**config.mk**
```make
export PLATFORM = sky130hd
export DESIGN_NAME = serial_rx
export DESIGN_NICKNAME = d
export VERILOG_FILES = /design/src/rtl/serial_rx.sv
export SDC_FILE = /design/constraint.sdc
export NUM_CORES = 1
export LEC_CHECK = 0
export CORE_MARGIN = 10
export CORE_UTILIZATION = 40
export DETAILED_ROUTE_END_ITERATION = 12
export SLEW_MARGIN = 20
export SYNTH_ARGS = -nofsm -noshare
export SYNTH_HDL_FRONTEND = slang
export SYNTH_SLANG_ARGS = --single-unit
```
**constraint.sdc**
```tcl
create_clock -name clk -period 3.3 [get_ports clk]
set_input_delay 0.66 -clock clk [delete_from_list [all_inputs] [get_ports clk]]
set_output_delay 0.66 -clock clk [all_outputs]
set_load 0.05 [all_outputs]
```
**src/rtl/serial_rx.sv**
```systemverilog
// serial_rx: receive-side deserializer for the 32-bit serial word link.
// Oversamples sclk / data_enable / sdi on clk through synchronizers, shifts
// sdi in on sclk falling edges and hands each complete word to the consumer
// over a valid/ready interface.
// Ports:
//   clk, rst_n       system clock, async active-low reset
//   sclk             serial clock from the transmitter (async)
//   data_enable      frame enable (async)
//   sdi              serial data, MSB first (async)
//   data_out         last accepted word
//   data_valid       data_out holds an unconsumed word
//   data_ready       consumer accepts on data_valid & data_ready
//   frame_err        one-clk pulse: frame ended with wrong bit count
//   overrun          one-clk pulse: good frame dropped, holding register full
module serial_rx #(
  parameter int unsigned WIDTH       = 32,
  parameter int unsigned LEAD_BITS   = 1,
  parameter int unsigned SYNC_STAGES = 2
) (
  input  logic             clk,
  input  logic             rst_n,
  input  logic             sclk,
  input  logic             data_enable,
  input  logic             sdi,
  output logic [WIDTH-1:0] data_out,
  output logic             data_valid,
  input  logic             data_ready,
  output logic             frame_err,
  output logic             overrun
);

  localparam int unsigned CNT_W   = $clog2(WIDTH + 2);
  localparam int unsigned LEAD_W  = (LEAD_BITS > 0) ? $clog2(LEAD_BITS + 1) : 1;
  localparam int unsigned PRIME_W = SYNC_STAGES + 1;

  typedef enum logic [1:0] {IDLE, LEAD, SHIFT} state_t;

  state_t             state, state_nxt;
  logic [SYNC_STAGES-1:0] sclk_pipe, de_pipe, sdi_pipe;
  logic               sclk_d, de_d;
  logic [PRIME_W-1:0] prime;
  logic               armed;
  logic [LEAD_W-1:0]  lead_cnt, lead_nxt;
  logic [CNT_W-1:0]   bit_cnt, bit_nxt;
  logic [WIDTH-1:0]   shift, shift_nxt;
  logic [WIDTH-1:0]   data_out_nxt;
  logic               valid_nxt, err_nxt, ovr_nxt;

  logic sclk_s, de_s, sdi_s;
  logic sclk_fall, de_rise, de_fall, primed;

  assign sclk_s    = sclk_pipe[SYNC_STAGES-1];
  assign de_s      = de_pipe[SYNC_STAGES-1];
  assign sdi_s     = sdi_pipe[SYNC_STAGES-1];
  assign sclk_fall = sclk_d & ~sclk_s;
  assign de_rise   = de_s & ~de_d;
  assign de_fall   = ~de_s & de_d;
  // Synchronizer and delay flops hold real input samples only once primed;
  // the reset zeros must not be mistaken for a genuine data_enable low.
  assign primed    = prime[PRIME_W-1];

  // Synchronizers, edge-detect delays and all registered state
  always_ff @(posedge clk or negedge rst_n) begin
    if (!rst_n) begin
      sclk_pipe  <= '0;
      de_pipe    <= '0;
      sdi_pipe   <= '0;
      sclk_d     <= 1'b0;
      de_d       <= 1'b0;
      prime      <= '0;
      armed      <= 1'b0;
      state      <= IDLE;
      lead_cnt   <= '0;
      bit_cnt    <= '0;
      shift      <= '0;
      data_out   <= '0;
      data_valid <= 1'b0;
      frame_err  <= 1'b0;
      overrun    <= 1'b0;
    end else begin
      sclk_pipe  <= {sclk_pipe[SYNC_STAGES-2:0], sclk};
      de_pipe    <= {de_pipe[SYNC_STAGES-2:0], data_enable};
      sdi_pipe   <= {sdi_pipe[SYNC_STAGES-2:0], sdi};
      sclk_d     <= sclk_s;
      de_d       <= de_s;
      prime      <= {prime[PRIME_W-2:0], 1'b1};
      armed      <= armed | (primed & ~de_s);
      state      <= state_nxt;
      lead_cnt   <= lead_nxt;
      bit_cnt    <= bit_nxt;
      shift      <= shift_nxt;
      data_out   <= data_out_nxt;
      data_valid <= valid_nxt;
      frame_err  <= err_nxt;
      overrun    <= ovr_nxt;
    end
  end

  // Frame FSM: the sclk sample is applied first, then the end-of-frame check
  // sees the updated count and shift value.
  always_comb begin
    state_nxt    = state;
    lead_nxt     = lead_cnt;
    bit_nxt      = bit_cnt;
    shift_nxt    = shift;
    data_out_nxt = data_out;
    valid_nxt    = data_valid;
    err_nxt      = 1'b0;
    ovr_nxt      = 1'b0;

    if (data_valid && data_ready) valid_nxt = 1'b0;

    case (state)
      IDLE: begin
        if (de_rise && armed) begin
          state_nxt = (LEAD_BITS == 0) ? SHIFT : LEAD;
          lead_nxt  = '0;
          bit_nxt   = '0;
          shift_nxt = '0;
        end
      end
      LEAD: begin
        if (sclk_fall) begin
          lead_nxt = lead_cnt + LEAD_W'(1);
          if (lead_nxt == LEAD_W'(LEAD_BITS)) state_nxt = SHIFT;
        end
      end
      SHIFT: begin
        if (sclk_fall) begin
          shift_nxt = {shift[WIDTH-2:0], sdi_s};
          // Saturate at WIDTH+1 so an over-long frame stays distinguishable
          if (bit_cnt != CNT_W'(WIDTH + 1)) bit_nxt = bit_cnt + CNT_W'(1);
        end
      end
      default: state_nxt = IDLE;
    endcase

    if (state != IDLE && de_fall) begin
      state_nxt = IDLE;
      if (state == SHIFT && bit_nxt == CNT_W'(WIDTH)) begin
        if (!data_valid || data_ready) begin
          data_out_nxt = shift_nxt;
          valid_nxt    = 1'b1;
        end else begin
          ovr_nxt = 1'b1;
        end
      end else begin
        err_nxt = 1'b1;
      end
    end
  end

endmodule
```
==> flow_summary.toml, run 1 <==
[critical_path]
r2r_start = "bit_cnt[0]"
crit_chain = "ha_1 -> nor4b_4 -> a2111oi_0 -> a211oi_1 -> o211ai_2 -> nor4b_4 -> buf_12 -> mux2_2"
rr_worst_depth = 8
path_buf_inv = 1
max_stage_delay_ps = 530
cpMostUsedCell = "nor4b_4"
critPathArrivalTime_ps = 3150
rr_endpoint = "data_out[0]"
critPathSlowestCell = "dfrtp_1"
crit_fanout = 32
path_delay_family = "compound AO/OA/AOI/OAI gates"
rrSetupSlack_ps = 390
cp.required_ps = 3530
startpoint_type = "flip-flop"
path_class = "flip-flop to flip-flop"
cp.depth = 8
endpoint_kind = "flip-flop"

[grt]
grt_max_degree = 59
grt_overflow = 0
grt_use_total_pct = 11.4
antenna_found_initial = 0
grt_pass1_wl_um = 12200
grt_pass1_vias = 2429

[clock_network]
cts_buffers = 9
cts_setup_buffers = 0
cts_tree = "done"
clkTransAtPathRegs_ps = 90
clock_latency_ps = 350
post_cts_resized = 0
cts_max_level = 3
clk_path_buf_depth = 2
root_buffer = "clkbuf_8"
hold_buffers = 0
cts_sinks = 88

[synth]
netlist_area_mm2 = 0.00372
ys_warn_count = 0
ys_ff_latch = 88
synth_seq_area_share_pct = 59.2
synth.distinct_cells = 43
syn_nets = 317
avgSynthCellArea_um2 = 12.0
synth_cells = 309

[die]
dieWidth_um = 116
rows = 35
die_area_mm2 = 0.0135
core-area_mm2 = 0.00915
boundaryPins = 41
initial_core_util_pct = 40.6
die_h_um = 116

[final_layout]
final_common_cell = "dfrtp_1"
final_nets = 357
drive_gt1_share_pct = 18.9
area_growth_pct = 18.8
layout_common_cells = "dfrtp_1 (88), nand2_1 (66), clkdlybuf4s50_1 (39), nand3_1 (36), mux2_4 (30)"
num_antenna_cells = 0

[timing]
clock.fmax_ghz = 0.343
worst_slew_pin_slew_ps = 730
fin_ws_ps = 386
skew_ps = 9.08
finalHoldViolations = 0
tns_ps = 0
setup_viol = 0
relSlewSlack_pct = 51.3
rsz0062_at_grt = "false"
drv_slew = 0
final.min_clock_period_ps = 2910
fin_crit_sh_pct = 88.3

[hold_path]
hold_path_end = "prime[1]"
hold_path_depth = 0
min_from = "prime[0]"
hp-class = "flip-flop to flip-flop"

[power]
ir_drop_mv = 0.218
p_per_area_mw_per_mm2 = 456
leakagePower_nw = 2.13

[flow_run]
maxCapViolCount = 0

[status]
outcome = "finished clean"

[detailed_routing]
drt_iter0_drc = 113
viasPerCell = 5.14
wl_met1_um = 3380
highest_layer = "met4"
via_count = 2390
wl_met3_um = 428
wl_um = 7240
drt-pass1-iter-count = 5
wl_per_cell_um = 15.6
wl_met2_um = 3330
ant_nets = 0
drcViolationCount = 0

[place]
port_buffers = 40
routabilityCongestion = 0.810
dp_slack_ps = 425
post-dp-hpwl_um = 4640
==> metal layers <==
metal,up-vias,GRT usage (%)
met4,0,4.25
met1,1188,15.0
met3,7,3.95
li1,1139,-
met5,-,0
met2,56,16.8
==> cells by family (layout without fill, tap and decap cells) <==
logic type,count (synthesis),in the layout,synth area share (%)
buffers and inverters,22,67,3.00
AO/OA/AOI/OAI,29,29,6.40
adder cells (fa/ha/maj),2,2,0.673
other,1,1,0.101
AND/OR/NAND/NOR,135,135,17.9
multiplexers,32,32,12.7
flip-flops,88,88,59.2
==> sequential cells by signal (all words and copies together), names as in the netlist <==
register,flops
shift,32
de_d,1
data_valid,1
overrun,1
state,2
prime,3
de_pipe,2
data_out,32
frame_err,1
sdi_pipe,2
sclk_pipe,2
sclk_d,1
lead_cnt,1
bit_cnt,6
armed,1
==> Yosys cell counts <==
cell	instances	share of area [%]
nor2_1	11	1.1
o211ai_2	1	0.34
a311oi_2	1	0.40
ha_1	2	0.67
a21oi_1	2	0.27
nand4bb_1	1	0.30
o21ai_0	9	1.2
o311ai_0	1	0.24
or2b_1	1	0.20
nor4_1	1	0.17
a21bo_2	1	0.27
buf_1	4	0.40
nor2b_1	3	0.50
mux2_2	2	0.61
buf_2	1	0.13
a31o_2	2	0.47
a211oi_1	2	0.40
o31ai_1	1	0.20
o21a_1	1	0.20
nor4b_4	2	1.3
buf_4	1	0.20
nand3_1	36	4.8
o211a_1	2	0.54
a2111oi_0	1	0.24
o41ai_1	2	0.47
and3_1	2	0.34
nand3b_1	1	0.20
nand2_2	1	0.17
nand3b_4	1	0.54
nor3_1	1	0.13
nand2b_1	3	0.50
clkbuf_1	8	0.81
inv_1	4	0.40
dfrtp_1	88	59
buf_6	3	0.91
mux2_4	30	12
conb_1	1	0.10
clkbuf_2	1	0.13
or3_1	4	0.67
nand2_1	66	6.7
a21o_1	2	0.40
a2111oi_4	1	0.74
nand4b_1	1	0.24
==> worst max path at each step <==
stage	start	end	slack, ps
after floorplan	bit_cnt[1]	data_out[10]	720
after global placement	bit_cnt[0]	data_out[0]	530
after detailed placement	bit_cnt[0]	data_out[1]	430
after CTS	bit_cnt[0]	data_out[0]	400
after global routing	bit_cnt[0]	data_out[1]	170
final	bit_cnt[0]	data_out[0]	390
==> worst reg2reg max path, cell delays in order, from the launching register on <==
cell and delay, ps:
dfrtp_1 530, ha_1 210, nor4b_4 310, a2111oi_0 170
a211oi_1 360, o211ai_2 190, nor4b_4 340, buf_12 290
mux2_2 390
==> report_power, final <==
part / switching, mW / total, mW / internal (mW) / leakage (nW)
Combinational: 0.114 / 0.169 / 0.0552 / 0.830
Clock: 0.383 / 0.704 / 0.320 / 0.0999
Sequential: 0.0367 / 1.14 / 1.10 / 1.20
==> layout make-up <==
class                      instances  area (um^2)
clock inverter                     5         40.0
fill                             815         4740
clock buffer                      11          151
timing repair buffer              47          463
sequential                        88         2200
inverter                           4         15.0
tap                              111          139
multi-input combinational        199         1410
==> metrics by stage <==
stage / util [%] / std cells / cell area, um^2 / power, mW / hold WS [ps]
after global routing: 48.3 / 465 / 4420 / 2.12 / 358
after detailed placement: 46.2 / 449 / 4230 / 1.33 / 336
after CTS: 48.3 / 465 / 4420 / 2.04 / 355
after global placement: 46.2 / 449 / 4230 / 1.33 / 332
final: 48.3 / 465 / 4420 / 2.01 / 351
after floorplan: - / 309 / 3720 / 1.27 / 331
Note: power is estimated with default switching activity, not from simulation.
==> run 2: changes to the inputs <==
--- a/config.mk
+++ b/config.mk
@@ -5,7 +5,7 @@
 export SDC_FILE = /design/constraint.sdc
 export NUM_CORES = 1
 export LEC_CHECK = 0
-export CORE_MARGIN = 10
+export CORE_MARGIN = 1
 export CORE_UTILIZATION = 40
 export DETAILED_ROUTE_END_ITERATION = 12
 export SLEW_MARGIN = 20
==> run 2 against run 1 <==
The flow now finishes with violations (DRC). Core utilization is 1.9 points higher. Count of clock-buffer cells in the layout decreased by 1. Die area is 29% lower. Critical path depth did not move. Sequential share of layout area shrank 0.28 points. Hold slack got worse by 12 ps. Total power up 4.3%. Fmax is 1.8% higher. Register-to-register slack improved by 50 ps. Largest power group unchanged. Highest routed layer unchanged.
==> flow_summary.toml, run 2 (synthesis gave the netlist of run 1 again) <==
[flow_run]
maxCapViolCount = 0

[final_layout]
fillers = 817
drive_gt1_share_pct = 19.2
final_nets = 358
area_growth_pct = 19.5
reg_top3 = "data_out x32, shift x32, bit_cnt x6"
num_antenna_cells = 0
postLayoutCoreUtil_pct = 50.2
final_common_cell = "dfrtp_1"
layout_common_cells = "dfrtp_1 (88), nand2_1 (66), clkdlybuf4s50_1 (39), nand3_1 (36), mux2_4 (30)"

[timing]
drv_slew = 0
skew_ps = 9.17
clock.fmax_ghz = 0.349
tns_ps = 0
rsz0062_at_grt = "false"
fin_crit_sh_pct = 86.7
worst_slew_pin_slew_ps = 705
setup_viol = 0
relSlewSlack_pct = 53.0
fin_ws_ps = 438
finalHoldViolations = 0
final.min_clock_period_ps = 2860

[place]
dp_slack_ps = 451
routabilityCongestion = 0.837
post-dp-hpwl_um = 4410
port_buffers = 40

[power]
p_per_area_mw_per_mm2 = 472
ir_drop_mv = 0.244
leakagePower_nw = 2.14
finalPower_mw = 2.10

[detailed_routing]
viasPerCell = 5.17
wl_um = 7020
via_count = 2395
drt-pass1-iter-count = 9
wl_per_cell_um = 15.2
ant_nets = 0
drt_iter0_drc = 106
drcViolationCount = 1

[clock_network]
cts_sinks = 88
hold_buffers = 0
post_cts_resized = 0
cts_tree = "done"
cts_max_level = 3
root_buffer = "clkbuf_8"
clock_latency_ps = 360
clkTransAtPathRegs_ps = 90
cts_buffers = 9
cts_setup_buffers = 0
clk_path_buf_depth = 2

[status]
violations = "DRC"
outcome = "complete, but fails checks"

[critical_path]
crit_fanout = 11
cpMostUsedCell = "nor4b_4"
path_buf_inv = 1
path_delay_family = "compound AO/OA/AOI/OAI gates"
r2r_start = "bit_cnt[0]"
endpoint = "data_out[16]"
path_class = "flip-flop to flip-flop"
rr_endpoint = "data_out[16]"
cp.depth = 8
rr_worst_depth = 8
max_stage_delay_ps = 530
crit_path_start = "bit_cnt[0]"
cp.required_ps = 3550
critPathArrivalTime_ps = 3110
endpoint_kind = "flip-flop"
critPathSlowestCell = "dfrtp_1"
startpoint_type = "flip-flop"
rrSetupSlack_ps = 440
crit_chain = "ha_1 -> nor4b_4 -> a2111oi_0 -> a211oi_1 -> o211ai_2 -> nor4b_4 -> buf_4 -> mux2_4"

[die]
dieWidth_um = 98.4
initial_core_util_pct = 42.0
die_h_um = 98.4
rows = 34
boundaryPins = 41
die_area_mm2 = 0.00968
core-area_mm2 = 0.00885

[grt]
grt_max_degree = 58
grt_busiest_layer = "met2"
grt_overflow = 0
grt_pass1_wl_um = 12000
gr-usage-met1_pct = 21.2
gr-usage-met2_pct = 25.0
grt_pass1_vias = 2448
grt_use_met3_pct = 2.79
grt_use_total_pct = 16.0
antenna_found_initial = 0

[hold_path]
hp-class = "input pin to asynchronous set/reset pin"
-- run 2: area by class of cell --
cell class,instances,area [um^2],share of cell area (%)
multi-input combinational,199,1410,31.7
clock buffer,10,138,3.10
clock inverter,6,75.1,1.69
timing repair buffer,48,470,10.6
tap,108,135,3.04
sequential,88,2200,49.6
inverter,4,15.0,0.338
-- run 2: how the worst min path moves through the flow --
| stage | start | endpoint | slack [ps] | depth (start not counted) |
|---|---|---|---|---|
| finish | rst_n | prime[0] | 340 | 1 |
| floorplan | de_pipe[0] | de_pipe[1] | 330 | 0 |
| global route | de_pipe[0] | de_pipe[1] | 360 | 0 |
| CTS | rst_n | prime[0] | 360 | 1 |
| global placement | sclk_pipe[0] | sclk_pipe[1] | 330 | 0 |
| detailed placement | de_pipe[0] | de_pipe[1] | 330 | 0 |
-- run 2: report_power, final --
part	total, mW	internal (mW)	switching (mW)
clock network	0.792	0.381	0.411
registers	1.14	1.10	0.0351
logic	0.167	0.0551	0.112
total	2.10	1.54	0.558
-- run 2: per-stage QoR --
step	cells	hold WS, ps	area [um^2]
final	463	339	4440
after global routing	463	365	4440
after CTS	463	356	4440
after global placement	447	333	4230
after floorplan	309	331	3720
after detailed placement	447	335	4230
-- run 2: routing by layer --
metal  up-vias  share of wire (%)
met2        36                 46
met4         0                2.3
met5         -                  0
met3        12                2.4
met1      1206                 49
li1       1141                  -
